**src/rtl/rns_pkg.sv**
```systemverilog
// Shared constants and types for the RNS {8,7,5,3} to binary converter.
// The mixed-radix weights and the dynamic range are derived from the moduli
// so the whole set stays consistent if a modulus is ever revisited.
package rns_pkg;

   // Moduli of the residue number system
   localparam int M8 = 8;
   localparam int M7 = 7;
   localparam int M5 = 5;
   localparam int M3 = 3;

   // Mixed-radix weights: products of the moduli preceding each digit
   localparam int W2 = M8;
   localparam int W3 = M8 * M7;
   localparam int W4 = M8 * M7 * M5;

   // Dynamic range and the fold point for the signed interpretation
   localparam int M_RANGE = W4 * M3;
   localparam int HALF    = M_RANGE / 2;

   // Multiplicative inverses used by the MRC digit recurrences
   // (INVa_b is the inverse of a modulo b)
   localparam int INV8_7 = 1;
   localparam int INV8_5 = 2;
   localparam int INV7_5 = 3;
   localparam int INV8_3 = 2;
   localparam int INV7_3 = 1;
   localparam int INV5_3 = 2;

   // Converter sequence: one mixed-radix digit per cycle, then the sum
   typedef enum logic [2:0] {
      ST_IDLE = 3'd0,
      ST_A2   = 3'd1,
      ST_A3   = 3'd2,
      ST_A4   = 3'd3,
      ST_SUM  = 3'd4,
      ST_DONE = 3'd5
   } state_t;

endpackage

```
**src/rtl/rns_mrc_digit.sv**
```systemverilog
// One mixed-radix step for a single modulus: ((x - y) mod M) * INV mod M.
// Both operands are reduced mod M first because the subtrahend is usually a
// digit from a larger modulus (e.g. a1 in 0..7 against modulus 5).
module rns_mrc_digit #(
   parameter int unsigned M   = 7,
   parameter int unsigned INV = 1
) (
   input  logic [2:0] x_i,
   input  logic [2:0] y_i,
   output logic [2:0] d_o
);

   localparam logic [3:0] M_L   = 4'(M);
   localparam logic [5:0] M_W   = 6'(M);
   localparam logic [5:0] INV_W = 6'(INV);

   logic [3:0] x_r;
   logic [3:0] y_r;
   logic [3:0] diff;

   // Wrapped modular difference scaled by the inverse; result is 0..M-1
   always_comb begin
      x_r  = {1'b0, x_i} % M_L;
      y_r  = {1'b0, y_i} % M_L;
      diff = (x_r + M_L - y_r) % M_L;
      d_o  = 3'(({2'b00, diff} * INV_W) % M_W);
   end

endmodule

```
**src/rtl/rns2bin_mrc.sv**
```systemverilog
// RNS {mod8, mod7, mod5, mod3} to 10-bit two's-complement converter.
// Iterative mixed-radix conversion: a1 is latched on accept, a2..a4 are
// produced one per cycle, then the weighted sum is folded into [-420, 419].
// Handshake: a transfer happens on a rising edge where valid and ready are
// both high; in_ready is high only when idle, out_valid is held with stable
// n/err until out_ready is seen high on an edge.
module rns2bin_mrc
   import rns_pkg::*;
#(
   parameter int N_W      = 10,
   parameter bit CHECK_EN = 1'b1
) (
   input  logic           clk,
   input  logic           rst,
   input  logic           in_valid,
   output logic           in_ready,
   input  logic [2:0]     mod8,
   input  logic [2:0]     mod7,
   input  logic [2:0]     mod5,
   input  logic [1:0]     mod3,
   output logic           out_valid,
   input  logic           out_ready,
   output logic [N_W-1:0] n,
   output logic           err
);

   state_t         state_q, state_d;
   logic [2:0]     x7_q, x7_d;
   logic [2:0]     x5_q, x5_d;
   logic [1:0]     x3_q, x3_d;
   logic [2:0]     a1_q, a1_d;
   logic [2:0]     a2_q, a2_d;
   logic [2:0]     a3_q, a3_d;
   logic [2:0]     a4_q, a4_d;
   logic           err_r_q, err_r_d;
   logic [N_W-1:0] n_q, n_d;
   logic           err_q, err_d;

   logic           range_bad;
   logic [2:0]     a2_c;
   logic [2:0]     t5_c;
   logic [2:0]     a3_c;
   logic [2:0]     t3_c;
   logic [2:0]     u3_c;
   logic [2:0]     a4_c;
   logic [N_W-1:0] x_sum;
   logic [N_W-1:0] n_fold;

   // Non-canonical residue detection; compiled out entirely when disabled
   if (CHECK_EN) begin : g_chk
      assign range_bad = (mod7 == 3'd7) || (mod5 > 3'd4) || (mod3 == 2'd3);
   end else begin : g_nochk
      assign range_bad = 1'b0;
   end

   // Digit a2 = (x7 - a1) * inv(8) mod 7
   rns_mrc_digit #(.M(M7), .INV(INV8_7)) u_a2 (
      .x_i (x7_q),
      .y_i (a1_q),
      .d_o (a2_c)
   );

   // Digit a3: strip a1 then a2 from x5, each followed by its inverse
   rns_mrc_digit #(.M(M5), .INV(INV8_5)) u_t5 (
      .x_i (x5_q),
      .y_i (a1_q),
      .d_o (t5_c)
   );

   rns_mrc_digit #(.M(M5), .INV(INV7_5)) u_a3 (
      .x_i (t5_c),
      .y_i (a2_q),
      .d_o (a3_c)
   );

   // Digit a4: strip a1, a2, a3 from x3 in turn
   rns_mrc_digit #(.M(M3), .INV(INV8_3)) u_t3 (
      .x_i ({1'b0, x3_q}),
      .y_i (a1_q),
      .d_o (t3_c)
   );

   rns_mrc_digit #(.M(M3), .INV(INV7_3)) u_u3 (
      .x_i (t3_c),
      .y_i (a2_q),
      .d_o (u3_c)
   );

   rns_mrc_digit #(.M(M3), .INV(INV5_3)) u_a4 (
      .x_i (u3_c),
      .y_i (a3_q),
      .d_o (a4_c)
   );

   // Mixed-radix reconstruction (0..839) and fold of the upper half to negatives.
   // The subtraction wraps modulo 2^N_W, which is exactly the two's-complement value.
   always_comb begin
      x_sum  = N_W'(a1_q)
             + N_W'(a2_q) * N_W'(W2)
             + N_W'(a3_q) * N_W'(W3)
             + N_W'(a4_q) * N_W'(W4);
      n_fold = (x_sum >= N_W'(HALF)) ? (x_sum - N_W'(M_RANGE)) : x_sum;
   end

   // Next-state and datapath updates for each step of the conversion
   always_comb begin
      state_d = state_q;
      x7_d    = x7_q;
      x5_d    = x5_q;
      x3_d    = x3_q;
      a1_d    = a1_q;
      a2_d    = a2_q;
      a3_d    = a3_q;
      a4_d    = a4_q;
      err_r_d = err_r_q;
      n_d     = n_q;
      err_d   = err_q;

      case (state_q)
         ST_IDLE: begin
            if (in_valid) begin
               x7_d    = mod7;
               x5_d    = mod5;
               x3_d    = mod3;
               a1_d    = mod8;
               err_r_d = range_bad;
               state_d = ST_A2;
            end
         end
         ST_A2: begin
            a2_d    = a2_c;
            state_d = ST_A3;
         end
         ST_A3: begin
            a3_d    = a3_c;
            state_d = ST_A4;
         end
         ST_A4: begin
            a4_d    = a4_c;
            state_d = ST_SUM;
         end
         ST_SUM: begin
            // A bad residue word yields a defined zero rather than a bogus value
            n_d     = err_r_q ? '0 : n_fold;
            err_d   = err_r_q;
            state_d = ST_DONE;
         end
         ST_DONE: begin
            if (out_ready) begin
               state_d = ST_IDLE;
            end
         end
         default: begin
            state_d = ST_IDLE;
         end
      endcase
   end

   // State and datapath registers; reset aborts any conversion in flight
   always_ff @(posedge clk or posedge rst) begin
      if (rst) begin
         state_q <= ST_IDLE;
         x7_q    <= '0;
         x5_q    <= '0;
         x3_q    <= '0;
         a1_q    <= '0;
         a2_q    <= '0;
         a3_q    <= '0;
         a4_q    <= '0;
         err_r_q <= 1'b0;
         n_q     <= '0;
         err_q   <= 1'b0;
      end else begin
         state_q <= state_d;
         x7_q    <= x7_d;
         x5_q    <= x5_d;
         x3_q    <= x3_d;
         a1_q    <= a1_d;
         a2_q    <= a2_d;
         a3_q    <= a3_d;
         a4_q    <= a4_d;
         err_r_q <= err_r_d;
         n_q     <= n_d;
         err_q   <= err_d;
      end
   end

   assign in_ready  = (state_q == ST_IDLE);
   assign out_valid = (state_q == ST_DONE);
   assign n         = n_q;
   assign err       = err_q;

endmodule
```
**config.mk**
```make
export PLATFORM = sky130hd
export DESIGN_NAME = rns2bin_mrc
export DESIGN_NICKNAME = d
export VERILOG_FILES = /design/src/rtl/rns_pkg.sv /design/src/rtl/rns_mrc_digit.sv /design/src/rtl/rns2bin_mrc.sv
export SDC_FILE = /design/constraint.sdc
export NUM_CORES = 1
export LEC_CHECK = 0
export BUFFER_PORTS_ARGS = -buffer_cell sky130_fd_sc_hd__clkbuf_2
export CAP_MARGIN = 0
export CORE_ASPECT_RATIO = 1.25
export CORE_MARGIN = 5
export CORE_UTILIZATION = 55
export CTS_BUF_LIST = sky130_fd_sc_hd__clkbuf_16
export CTS_CLUSTER_SIZE = 20
export DETAILED_ROUTE_END_ITERATION = 7
export GPL_ROUTABILITY_DRIVEN = 1
export GPL_TIMING_DRIVEN = 1
export PLACE_DENSITY_LB_ADDON = 0.1
export SLEW_MARGIN = 10
export SYNTH_ARGS = -nofsm -noshare
export SYNTH_HDL_FRONTEND = slang
export SYNTH_HIERARCHICAL = 1
export SYNTH_SLANG_ARGS = --single-unit
```
**constraint.sdc**
```tcl
create_clock -name clk -period 24.6 [get_ports clk]
set_input_delay 4.92 -clock clk [delete_from_list [all_inputs] [get_ports clk]]
set_output_delay 4.92 -clock clk [all_outputs]
set_load 0.005 [all_outputs]
```
==> results of run 1 <==
==> cells in the final DEF (no fill, tap or decap), types with 5 or more instances in the layout <==
master,netlist,final
mux2i_1,8,8
nor3_1,13,13
nand2b_1,28,28
xnor2_1,27,27
nand4_1,11,11
or2_2,8,8
ha_1,106,106
and2_1,7,7
nand3b_1,8,8
or3_1,9,9
o21ai_0,46,46
o211ai_1,9,9
nand3_1,20,20
a221oi_1,6,6
inv_1,87,87
nor2b_1,18,18
clkbuf_16,0,5
fa_1,14,14
xor2_1,12,12
a21o_1,5,5
clkbuf_2,0,27
a21oi_1,31,31
nor2_1,61,61
o21bai_1,6,6
a211oi_1,7,7
mux2_2,20,20
o21a_1,8,8
a21boi_0,5,5
mux2i_2,5,5
a31oi_1,13,13
nand2_1,66,66
dfrtp_1,35,35
nor3b_1,6,6
==> sequential cells by signal, summed over array words and instances, names as in the netlist <==
register / count
a1_q: 3
a2_q: 3
a3_q: 3
a4_q: 3
err: 1
err_r_q: 1
n: 10
state_q: 3
x3_q: 2
x5_q: 3
x7_q: 3
==> per-layer routing <==
| metal | share of wire | routed length (um) | track usage | vias to the layer above |
|---|---|---|---|---|
| li1 | - | - | - | 3266 |
| met1 | 0.43 | 6712 | 0.2312 | 3070 |
| met2 | 0.53 | 8186 | 0.3748 | 102 |
| met3 | 0.035 | 542 | 0.02028 | 14 |
| met4 | 0.0090 | 141 | 0.04003 | 0 |
| met5 | 0 | 0 | 0 | - |
==> cells by family after synthesis <==
logic type      after synthesis  synth area share
buf+inv                     106           0.06245
mux                          40           0.06563
flops                        35            0.1172
simple gates                306            0.2332
other cells                   1         0.0005018
fa+ha+maj                   120            0.2150
xor+xnor                     48           0.07132
compound gates              228            0.2347
==> metrics by stage <==
stage / hold slack, ns / setup WS, ns
after global placement: 0.4622 / 3.691
after floorplan: 0.4644 / 4.507
final: 0.4956 / 2.462
after detailed placement: 0.4843 / 2.597
after CTS: 0.4960 / 2.524
after global routing: 0.5295 / 0.9507
==> critical path: cells and delay by family, from the launching register on <==
family / cells / cell delay, ns
AOI/OAI and AO/OA: 20 / 4.52
and+or+nand+nor: 18 / 3.99
xor gates and xnor gates: 10 / 2.97
muxes: 5 / 1.27
DFF: 1 / 0.68
buffers and inverters: 13 / 0.88
adders and majority gates: 31 / 7.66
==> path summary, 6_finish.rpt <==
check | start | end | slack [ns] | depth (start not counted)
min in group asynchronous | rst | a4_q[0] | 4.73 | 3
min | n[0] | n[0] | 0.50 | 2
max | a1_q[2] | a4_q[2] | 2.46 | 97
min reg2reg | n[0] | n[0] | 0.50 | 2
max reg2reg | a1_q[2] | a4_q[2] | 2.46 | 97
max in group asynchronous | rst | n[0] | 19.55 | 3
==> final cells by class <==
type / instances / area [sq um]
Clock buffer: 5 / 125.1
Clock inverter: 2 / 8.758
Fill cell: 1188 / 5448
Inverter: 89 / 334.1
Multi-Input combinational cell: 746 / 6142
Sequential cell: 35 / 875.8
Tap cell: 171 / 214.0
Timing Repair Buffer: 28 / 142.6
==> results by group, run 1 <==
Run status
  • Status: finished clean

Setup path
  • CP Max Fanout: 15
  • Crit path kind: register to register
  • CP max stage delay: 0.92 ns
  • CP Data Arrival Time: 22.30 ns
  • Worst Path Required: 24.76 ns
  • CP Launch Type: register
  • CP Capture Type: register
  • Worst path slowest cell: o41ai_1
  • Critical Path Most Common Cell: ha_1

Synthesis
  • Fraction of registers with async set/reset: 1.000
  • Cells after synthesis: 884
  • Flops & latches, synth: 35
  • Top-area cell type share of the netlist area: 0.1775
  • Mapped Avg Cell Area: 8.454 sq um
  • Post-synthesis cell type count: 122
  • Synth area leaders: ha_1 18%, dfrtp_1 12%, inv_1 4.4%
  • Synth Cell Area: 7473 sq um
  • Biggest area consumer among synthesized cells: ha_1
  • Syn. warnings: 6
  • Top cells by count, synth: 106 x ha_1, 87 x inv_1, 66 x nand2_1
  • Post-synth EDFFs: 0
  • Most common flop cell mapped by yosys: dfrtp_1
  • Sequential-to-total area share from yosys stat: 0.1172
  • Most frequent cell after synthesis: ha_1

Clocking
  • Num Clock Sinks: 35
  • Max Root-Sink Buffers: 2
  • Worst-path clk slew: 0.05 ns
  • Post-CTS setup buffer count: 0
  • CTS tree: done
  • Worst skew pair latency: 0.28 ns
  • TritonCTS buffer count: 5
  • CTS H-tree depth: 2
  • Root buffer cell: clkbuf_16
  • Post-CTS Resized: 0
  • Post-CTS Hold Buffers: 0

Cells and area
  • Post-layout net count: 1,040
  • Post-layout instance area: 7843 sq um
  • N_diodes: 0
  • Fin util: 0.5901
  • Non-Filler Instances: 1,076
  • Layout overhead on the synthesized area: 4.939%
  • Share of layout cells above drive strength 1: 0.1569

STA
  • Clock skew: 0.005743 ns
  • Fin crit share: 0.8999
  • Fin crit period: 22.14 ns
  • Fmax: 45.17 MHz
  • Fin. Hold Viols: 0
  • Final setup violation count: 0
  • Worst-Margin Slew: 1.003 ns
  • Slew Limit Fails: 0
  • Setup TNS Final: 0 ns
  • Slew headroom: 0.3229
  • RSZ-0062 raised after global routing: no

Drt
  • Final ANT Viol Nets: 0
  • Total Wirelength: 15,580 um
  • Via density: 5.996
  • First drt pass iteration count: 5
  • Initial DRC count: 292
  • WL/cell: 14.48 um
  • Via count: 6,452
  • Remaining DRCs: 0

Die
  • Die H: 140.3 um
  • Ports: 28
  • Chip width: 114.3 um
  • Num rows: 47
  • Initial core utilization: 0.5623
  • Core box area: 13,290 sq um
  • Die Area: 16,030 sq um

Job
  • Max-cap violations: 0

GRT
  • Antenna violations before repair: 0
  • Vias in the first global route: 6,310
  • Largest net degree at the start of global routing: 36
  • GRT Overall Usage: 0.1954
  • GRT overflow: 0
  • First-pass GRT wire length: 27,480 um

Placed design
  • Area after DPL: 7709 sq um
  • Port-buffer cells: 27
  • DP Wirelength: 12,740 um
  • Routability Congestion: 0.8692
  • Placed insts: 1,069

Min path
  • Worst hold path type: register to register
Power of run 1 is not shown: default switching activity piles up to over one toggle a cycle in this logic, so the estimate is an artifact.
==> run 2: changes to the inputs <==
CORE_MARGIN = unset   (was 5)
==> results by group, run 2 (synthesized netlist as in run 1, its figures left out) <==
GRT
  • Antenna violations before repair: 0 (unchanged)
  • First-pass GRT wire length: 27,460 um (about the same)
  • Largest net degree at the start of global routing: 36 (unchanged)
  • Vias in the first global route: 6,345 (+0.55%)
  • GRT Overall Usage: 0.2276 (+0.03217)
  • GRT overflow: 0 (unchanged)

STA
  • Fin crit period: 21.94 ns (-0.1960 ns)
  • Slew headroom: 0.3727 (+0.04977)
  • Fin. Hold Viols: 0 (unchanged)
  • Worst-Margin Slew: 0.9289 ns (-0.07369 ns)
  • RSZ-0062 raised after global routing: no
  • Fmax: 45.58 MHz (+0.89%)
  • Setup TNS Final: 0 ns (unchanged)
  • Worst hold slack: 0.4805 ns (-0.01514 ns)
  • Slew Limit Fails: 0 (unchanged)
  • Clock skew: 0.004638 ns (-0.001105 ns)
  • Final setup violation count: 0 (unchanged)
  • Fin crit share: 0.8919 (-0.007968)

Placed design
  • DP Wirelength: 12,870 um (+1.0%)
  • Area after DPL: 7709 sq um (unchanged)
  • Port-buffer cells: 27 (unchanged)
  • Routability Congestion: 0.8546 (-1.7%)

Die
  • Ports: 28 (unchanged)
  • Die Area: 14,060 sq um (-12%)
  • Num rows: 47 (unchanged)
  • Initial core utilization: 0.5648 (+0.002499)
  • Chip width: 106.3 um (-7.0%)
  • Core box area: 13,230 sq um (-0.44%)
  • Die H: 132.3 um (-5.7%)

Setup path
  • Worst path bufs/invs: 13 (unchanged)
  • Crit path kind: register to register
  • Worst path slowest cell: o41ai_1
  • CP Max Fanout: 15 (unchanged)
  • Delay-heaviest family, CP: adder cells
  • Worst Path Required: 24.77 ns (about the same)
  • CP Data Arrival Time: 22.11 ns (-0.19 ns)
  • Critical Path Most Common Cell: ha_1
  • CP Launch Type: register
  • CP Capture Type: register
  • CP max stage delay: 0.86 ns (-0.06 ns)

Clocking
  • CTS H-tree depth: 2 (unchanged)
  • Worst-path clk slew: 0.06 ns (about the same)
  • Worst skew pair latency: 0.28 ns (about the same)
  • Max Root-Sink Buffers: 2 (unchanged)
  • Post-CTS Resized: 0 (unchanged)
  • Post-CTS Hold Buffers: 0 (unchanged)
  • Num Clock Sinks: 35 (unchanged)
  • CTS tree: done
  • TritonCTS buffer count: 5 (unchanged)
  • Root buffer cell: clkbuf_16
  • Post-CTS setup buffer count: 0 (unchanged)

Drt
  • Final ANT Viol Nets: 0 (unchanged)
  • Via count: 6,532 (+1.2%)
  • Initial DRC count: 281 (-3.8%)
  • Total Wirelength: 15,770 um (+1.2%)
  • Via density: 6.065 (+1.1%)
  • First drt pass iteration count: 5 (unchanged)
  • Remaining DRCs: 0 (unchanged)
  • WL/cell: 14.65 um (+1.1%)

Cells and area
  • Most common cell after layout, fill and taps aside: ha_1
  • Post-layout instance area: 7878 sq um (+0.45%)
  • Layout overhead on the synthesized area: 5.408%
  • Largest register FFs: 10 (unchanged)
  • Fin util: 0.5954 (+0.005270)
  • N_diodes: 0 (unchanged)
  • Most frequent cells in the layout: 106 x ha_1, 87 x inv_1, 66 x nand2_1
  • Share of layout cells above drive strength 1: 0.1589 (+0.002034)
  • Post-layout net count: 1,040 (unchanged)

Min path
  • Worst hold path type: register to register

Job
  • Max-cap violations: 0 (unchanged)

Run status
  • Status: finished clean
[run 2: routing by layer]
metal | vias up | track usage | wire length, um
li1 | 3274 | - | -
met1 | 3122 | 0.2660 | 6791
met2 | 114 | 0.4387 | 8341
met3 | 22 | 0.02076 | 392
met4 | 0 | 0.05170 | 247
met5 | - | 0 | 0
[run 2: final cells by class]
| cell class | instances | area [sq um] |
|---|---|---|
| repair buffers | 28 | 142.6 |
| clock buffers | 5 | 125.1 |
| multi-input cells | 746 | 6142 |
| flip-flops and latches | 35 | 875.8 |
| fillers | 1201 | 5354 |
| clock inverters | 3 | 43.79 |
| inverters | 89 | 334.1 |
| well taps | 171 | 214.0 |
[run 2: final timing paths]
path	start	endpoint	slack, ns	cells after the start
max in group asynchronous	rst	x5_q[0]	19.55	3
max	a1_q[2]	a4_q[2]	2.66	97
min in group asynchronous	rst	a3_q[0]	4.72	3
max reg2reg	a1_q[2]	a4_q[2]	2.66	97
min	n[0]	n[0]	0.48	2
min reg2reg	n[0]	n[0]	0.48	2
[run 2: per-stage QoR]
stage / worst slack, ns / cells
after floorplan: 4.507 / 887
after global placement: 3.665 / 1069
after CTS: 2.686 / 1077
after global routing: 0.9254 / 1077
after detailed placement: 2.726 / 1069
final: 2.658 / 1077
[run 2: worst min-delay path: stages (launching register included)]
cell and delay [ns]:
dfrtp_1 0.34, nand2_1 0.05, o21ai_0 0.06
Power of run 2 is left out for the same reason.
